`src/rtl/fpu_poly_horner_seq.sv`:
```
// Horner-method polynomial sequencer for F2XM1 / LOG2: walks the coefficient ROM
// and drives a shared FP80 multiply/add unit through a req/ack handshake.
module fpu_poly_horner_seq (
  input  logic        clk,
  input  logic        reset_n,
  input  logic        start,
  input  logic        abort,
  input  logic [3:0]  poly_sel,
  input  logic [79:0] x_in,
  output logic        busy,
  output logic        done,
  output logic        error,
  output logic [79:0] result,
  output logic [3:0]  rom_poly_select,
  output logic [3:0]  rom_coeff_index,
  input  logic [79:0] rom_coefficient,
  output logic        arith_req,
  output logic        arith_op,
  output logic [79:0] arith_a,
  output logic [79:0] arith_b,
  input  logic        arith_ack,
  input  logic [79:0] arith_result
);

  localparam logic [3:0] POLY_F2XM1 = 4'd0;
  localparam logic [3:0] POLY_LOG2  = 4'd1;
  localparam logic [3:0] LAST_F2XM1 = 4'd5;
  localparam logic [3:0] LAST_LOG2  = 4'd7;

  typedef enum logic [2:0] {S_IDLE, S_LOAD, S_MUL, S_ADD, S_FMUL, S_FIN} state_e;

  state_e      state_q, state_d;
  logic [79:0] acc_q, acc_d;
  logic [79:0] x_q, x_d;
  logic [79:0] result_q, result_d;
  logic [3:0]  sel_q, sel_d;
  logic [3:0]  idx_q, idx_d;
  logic        err_q, err_d;
  logic        op_active;

  assign op_active = (state_q == S_MUL) || (state_q == S_ADD) || (state_q == S_FMUL);

  // NOTE: every always_comb target gets a default first, so no path can infer a latch.
  always_comb begin
    state_d  = state_q;
    acc_d    = acc_q;
    x_d      = x_q;
    result_d = result_q;
    sel_d    = sel_q;
    idx_d    = idx_q;
    err_d    = err_q;

    // Abort wins over everything, including a start in IDLE and a same-cycle ack.
    if (abort) begin
      state_d = S_IDLE;
    end else begin
      unique case (state_q)
        S_IDLE: begin
          if (start) begin
            if (poly_sel == POLY_F2XM1 || poly_sel == POLY_LOG2) begin
              x_d     = x_in;
              sel_d   = poly_sel;
              idx_d   = (poly_sel == POLY_LOG2) ? LAST_LOG2 : LAST_F2XM1;
              err_d   = 1'b0;
              state_d = S_LOAD;
            end else begin
              err_d    = 1'b1;
              result_d = '0;
              state_d  = S_FIN;
            end
          end
        end
        S_LOAD: begin
          acc_d   = rom_coefficient;
          idx_d   = idx_q - 4'd1;
          state_d = S_MUL;
        end
        S_MUL: begin
          if (arith_ack) begin
            acc_d   = arith_result;
            state_d = S_ADD;
          end
        end
        S_ADD: begin
          if (arith_ack) begin
            acc_d = arith_result;
            if (idx_q == 4'd0) begin
              state_d = S_FMUL;
            end else begin
              idx_d   = idx_q - 4'd1;
              state_d = S_MUL;
            end
          end
        end
        S_FMUL: begin
          if (arith_ack) begin
            result_d = arith_result;
            state_d  = S_FIN;
          end
        end
        S_FIN:   state_d = S_IDLE;
        default: state_d = S_IDLE;
      endcase
    end
  end

  // NOTE: sequential state uses non-blocking assignments only; blocking here would race other flops.
  always_ff @(posedge clk or negedge reset_n) begin
    if (!reset_n) begin
      state_q  <= S_IDLE;
      acc_q    <= '0;
      x_q      <= '0;
      result_q <= '0;
      sel_q    <= '0;
      idx_q    <= '0;
      err_q    <= 1'b0;
    end else begin
      state_q  <= state_d;
      acc_q    <= acc_d;
      x_q      <= x_d;
      result_q <= result_d;
      sel_q    <= sel_d;
      idx_q    <= idx_d;
      err_q    <= err_d;
    end
  end

  // Outputs decode straight from registered state, so an async reset clears them at once
  // and the operands stay put for the whole request (ACC, X and ROM address only move on ack).
  always_comb begin
    busy      = (state_q == S_LOAD) || op_active;
    done      = (state_q == S_FIN);
    error     = (state_q == S_FIN) && err_q;
    arith_req = op_active;
    arith_op  = (state_q == S_ADD);
    arith_a   = '0;
    arith_b   = '0;
    if (op_active) begin
      arith_a = acc_q;
      arith_b = (state_q == S_ADD) ? rom_coefficient : x_q;
    end
  end

  assign result          = result_q;
  assign rom_poly_select = sel_q;
  assign rom_coeff_index = idx_q;

endmodule

```
`config.mk`:
```
export PLATFORM = sky130hd
export DESIGN_NAME = fpu_poly_horner_seq
export DESIGN_NICKNAME = d
export VERILOG_FILES = /design/src/rtl/fpu_poly_horner_seq.sv
export SDC_FILE = /design/constraint.sdc
export NUM_CORES = 1
export LEC_CHECK = 0
export ABC_AREA = 1
export BUFFER_PORTS_ARGS = -buffer_cell sky130_fd_sc_hd__buf_4
export CAP_MARGIN = 20
export CORE_AREA = 3 3 193 195
export CTS_BUF_LIST = sky130_fd_sc_hd__clkbuf_2 sky130_fd_sc_hd__clkbuf_4 sky130_fd_sc_hd__clkbuf_8
export CTS_CLUSTER_DIAMETER = 200
export DETAILED_ROUTE_END_ITERATION = 10
export DIE_AREA = 0 0 196 198
export HOLD_SLACK_MARGIN = 0.03
export SLEW_MARGIN = 0
export SYNTH_ARGS = -nofsm -noshare
export SYNTH_HDL_FRONTEND = slang
export SYNTH_SLANG_ARGS = --single-unit
```
`constraint.sdc`:
```
create_clock -name clk -period 4.4 [get_ports clk]
set_input_delay 0.22 -clock clk [delete_from_list [all_inputs] [get_ports clk]]
set_output_delay 0.22 -clock clk [all_outputs]
set_load 0.005 [all_outputs]
```
==> results.sh <==
export IMPL_run_status="finished clean"
export IMPL_dp_cells=2705
export IMPL_r2r_start="state_q[2]"
export IMPL_dr_total_vias=14410
export IMPL_reg2reg_depth=7
export IMPL_synth_main_ff_cell="dfrtp_1"
export IMPL_tightest_slew_ps=1032
export IMPL_antenna_found_initial=1
export IMPL_drt_met1_wl_mm=21.46
export IMPL_syn_to_final_growth_pct=55.66
export IMPL_holdPathEnd="result[24]"
export IMPL_finalMaxSlewViolations=0
export IMPL_critPathMaxStageDelay_ps=560
export IMPL_crit_path_start="state_q[2]"
export IMPL_clock_skew_ps=9.509
export IMPL_reg2reg_to="acc_q[44]"
export IMPL_hold_depth=5
export IMPL_dr_wl_met3_mm=4.093
export IMPL_dr_wl_met2_mm=25.01
export IMPL_cts_sinks=252
export IMPL_avgSynthCellArea_sq_um=6.998
export IMPL_swShare_pct=40.71
export IMPL_p_int_w=0.007239
export IMPL_placementRows=69
export IMPL_vias_per_cell=4.810
export IMPL_crit_chain="inv_2 -> nand2_4 -> nand2_1 -> inv_4 -> buf_4 -> a21oi_1 -> buf_4"
export IMPL_cp_start_kind="flip-flop"
export IMPL_ys_ff_latch=252
export IMPL_setup_slack_ps=847.2
export IMPL_totalWireLength_mm=53.05
export IMPL_required_ps=4180
export IMPL_clk_pin_slew_ps=60
export IMPL_path_max_fanout=72
export IMPL_multi_input_area_sq_um=5386
export IMPL_cts_inserted_buffers=46
export IMPL_async_flop_share_pct=100.0
export IMPL_switchingPower_w=0.004969
export IMPL_grt_max_degree=127
export IMPL_ir_worst_vdd_uv=480.4
export IMPL_max_freq_mhz=281.5
export IMPL_overflow=0
export IMPL_place_congestion=0.8934
export IMPL_dr_pass1_iters=5
export IMPL_fin_crit_sh_pct=80.75
export IMPL_final_nets=2749
export IMPL_pwr_share_clk_pct=21.4
export IMPL_clockBufferDepth=3
export IMPL_die_area_sq_um=38810
export IMPL_dpl_hpwl_mm=35.56
export IMPL_crit_path_end_kind="primary output"
export IMPL_grt_pass1_wl_mm=80.66
export IMPL_setup_violations=0
export IMPL_syn_inst=1846
export IMPL_initial_utilization_pct=36.32
export IMPL_hp_class="in2reg"
export IMPL_drive_gt1_share_pct=24.39
export IMPL_cp_common_cell="buf_4"
export IMPL_cp_top_family="buffers and inverters"
export IMPL_syn_num_nets=2096
export IMPL_top_layer_used="met4"
export IMPL_instances_no_fill=2996
export IMPL_cts_tree="built"
export IMPL_power_density_nw_per_um2=607.2
export IMPL_seqPwrFrac_pct=31.9
export IMPL_regArea_sq_um=6306
export IMPL_wire_per_inst_microns=17.71
export IMPL_place_ws_ps=1422
export IMPL_core_area_sq_um=35570
export IMPL_ys_types=24
export IMPL_syn_cell_area_sq_um=12920
export IMPL_die_h_microns=198
export IMPL_combPwrFrac_pct=46.8
export IMPL_r2r_setup_slack_ps=1660
export IMPL_clk_latency_ps=550
export IMPL_ioPinCount=502
export IMPL_die_w_microns=196
export IMPL_cts_max_level=2
export IMPL_finalCriticalPeriod_ps=3553
export IMPL_finalHoldViolations=0
export IMPL_critical_path_slowest_cell="dfrtp_1"
export IMPL_slew_headroom_pct=31.22
export IMPL_tns_ps=0
export IMPL_clockRootBuffer="clkbuf_8"
export IMPL_first_iter_violations=810
export IMPL_remaining_drc_errors=0
export IMPL_grt_pass1_vias=14560
export IMPL_grtUsageTotal_pct=26.11
export IMPL_rsz0062_at_grt="no"
export IMPL_synth_edff_count=0
export IMPL_path_buf_inv=4
export IMPL_cap_violations=0
export IMPL_leakage_nw=10.94
export IMPL_final_core_util_pct=56.53
export IMPL_numPortBuffers=501
export IMPL_yosysSeqAreaShare_pct=48.82
export IMPL_crit_arrival_ps=3330
export IMPL_min_delay_start="arith_result[24]"
export IMPL_yosysWarnings=0
export IMPL_cts_resized=0
export IMPL_ant_nets=0
export IMPL_crit_type="reg2out"
export IMPL_nFillCells=3350
-- worst max-delay path by stage --
stage	end	cells past startpoint	slack, ps
6_report	arith_b[21]	7	850
5_1_grt	arith_b[5]	7	570
4_1_cts	arith_b[21]	7	810
3_5_place_dp	arith_b[21]	7	1420
3_3_place_gp	arith_b[24]	7	1570
2_1_floorplan	arith_b[59]	7	2840
-- metrics by stage --
step | total power [W] | area [sq um] | hold WS [ps]
after CTS | 0.01227 | 20100 | 30.41
after detailed placement | 0.009458 | 16940 | 416.8
final | 0.01221 | 20110 | 57.42
after global routing | 0.01312 | 20110 | 43.38
after global placement | 0.009337 | 16890 | 413.3
after floorplan | 0.006732 | 12920 | -75.59
-- layer usage --
layer / track usage, % / vias to the layer above
met1: 32.49 / 6691
li1: - / 6953
met2: 44.02 / 630
met3: 5.258 / 138
met4: 11.88 / 0
met5: 0 / -
-- flip-flops by register name, indices dropped and copies added (netlist names) --
signal / count
acc_q: 80
result: 80
x_q: 80
rom_coeff_index: 4
rom_poly_select: 4
state_q: 3
err_q: 1
-- timing repair --
action / CTS / global route
buffers inserted: 0 / 0
hold buffers: 207 / 0
endpoints found under the hold margin: 327 / 0
setup endpoints to repair: 0 / 0
-- cells by family after synthesis --
group | after synthesis | share of synthesized area (%)
simple gates | 1044 | 31.57
buf+inv | 302 | 9.861
flops | 252 | 48.82
compound gates | 247 | 9.657
fa+ha+maj | 1 | 0.09685
-- worst register-to-register path, delay by kind of cell, from the launching register on --
family	cells	cell delay (ps)
simple gates	3	880
flops	1	560
compound gates	2	230
buf+inv	2	990
-- power by group through the flow --
stage                     Sequential, W  Combinational (W)  Clock, W
after floorplan                 0.00381            0.00292         0
after global placement          0.00388            0.00546         0
after detailed placement        0.00390            0.00556         0
after CTS                       0.00388            0.00573   0.00266
after global routing            0.00401            0.00635   0.00277
final                           0.00389            0.00571   0.00261
-- cell usage after synthesis, types with 2 or more instances --
cell type | instances | share of area [%]
nand2_1 | 757 | 22
dfrtp_1 | 252 | 49
nor2_1 | 180 | 5.2
inv_1 | 176 | 5.1
o21ai_0 | 163 | 6.3
nand3_1 | 96 | 3.7
a21oi_1 | 83 | 3.2
clkbuf_1 | 48 | 1.4
buf_2 | 43 | 1.7
buf_4 | 23 | 1.3
buf_1 | 6 | 0.17
inv_2 | 5 | 0.15
nor2_2 | 2 | 0.097
or2_2 | 2 | 0.097
-- cells in the final DEF (no fill, tap or decap) --
cell / netlist / layout
a21oi_1: 83 / 83
nor2_1: 180 / 179
inv_4: 0 / 1
nor2_4: 1 / 2
nand4_1: 1 / 1
buf_16: 0 / 1
bufinv_16: 0 / 3
clkbuf_4: 0 / 11
diode_2: 0 / 1
dlygate4sd3_1: 0 / 207
clkbuf_8: 0 / 66
ha_1: 1 / 1
o21ai_4: 1 / 1
o21ai_0: 163 / 163
nand3_1: 96 / 95
nand4_4: 0 / 1
dfrtp_1: 252 / 252
buf_8: 0 / 1
clkinv_1: 1 / 1
buf_4: 23 / 511
nor4_1: 1 / 1
nand3b_1: 1 / 1
inv_2: 5 / 2
buf_12: 0 / 5
nand2_4: 0 / 3
inv_1: 176 / 176
or2_2: 2 / 2
clkinv_2: 0 / 5
nor2_2: 2 / 2
nand3_4: 0 / 1
nor3_1: 1 / 1
nand2_1: 757 / 755
-- cell type report --
cell class	count	share of cell area (%)
flip-flops and latches	252	31.36
repair buffers	725	30.09
multi-input cells	1292	26.79
clock buffers	77	4.928
inverters	182	3.423
well taps	461	2.869
clock inverters	6	0.5227
diodes	1	0.01245
No activity file was read; power rests on OpenSTA's default activity.
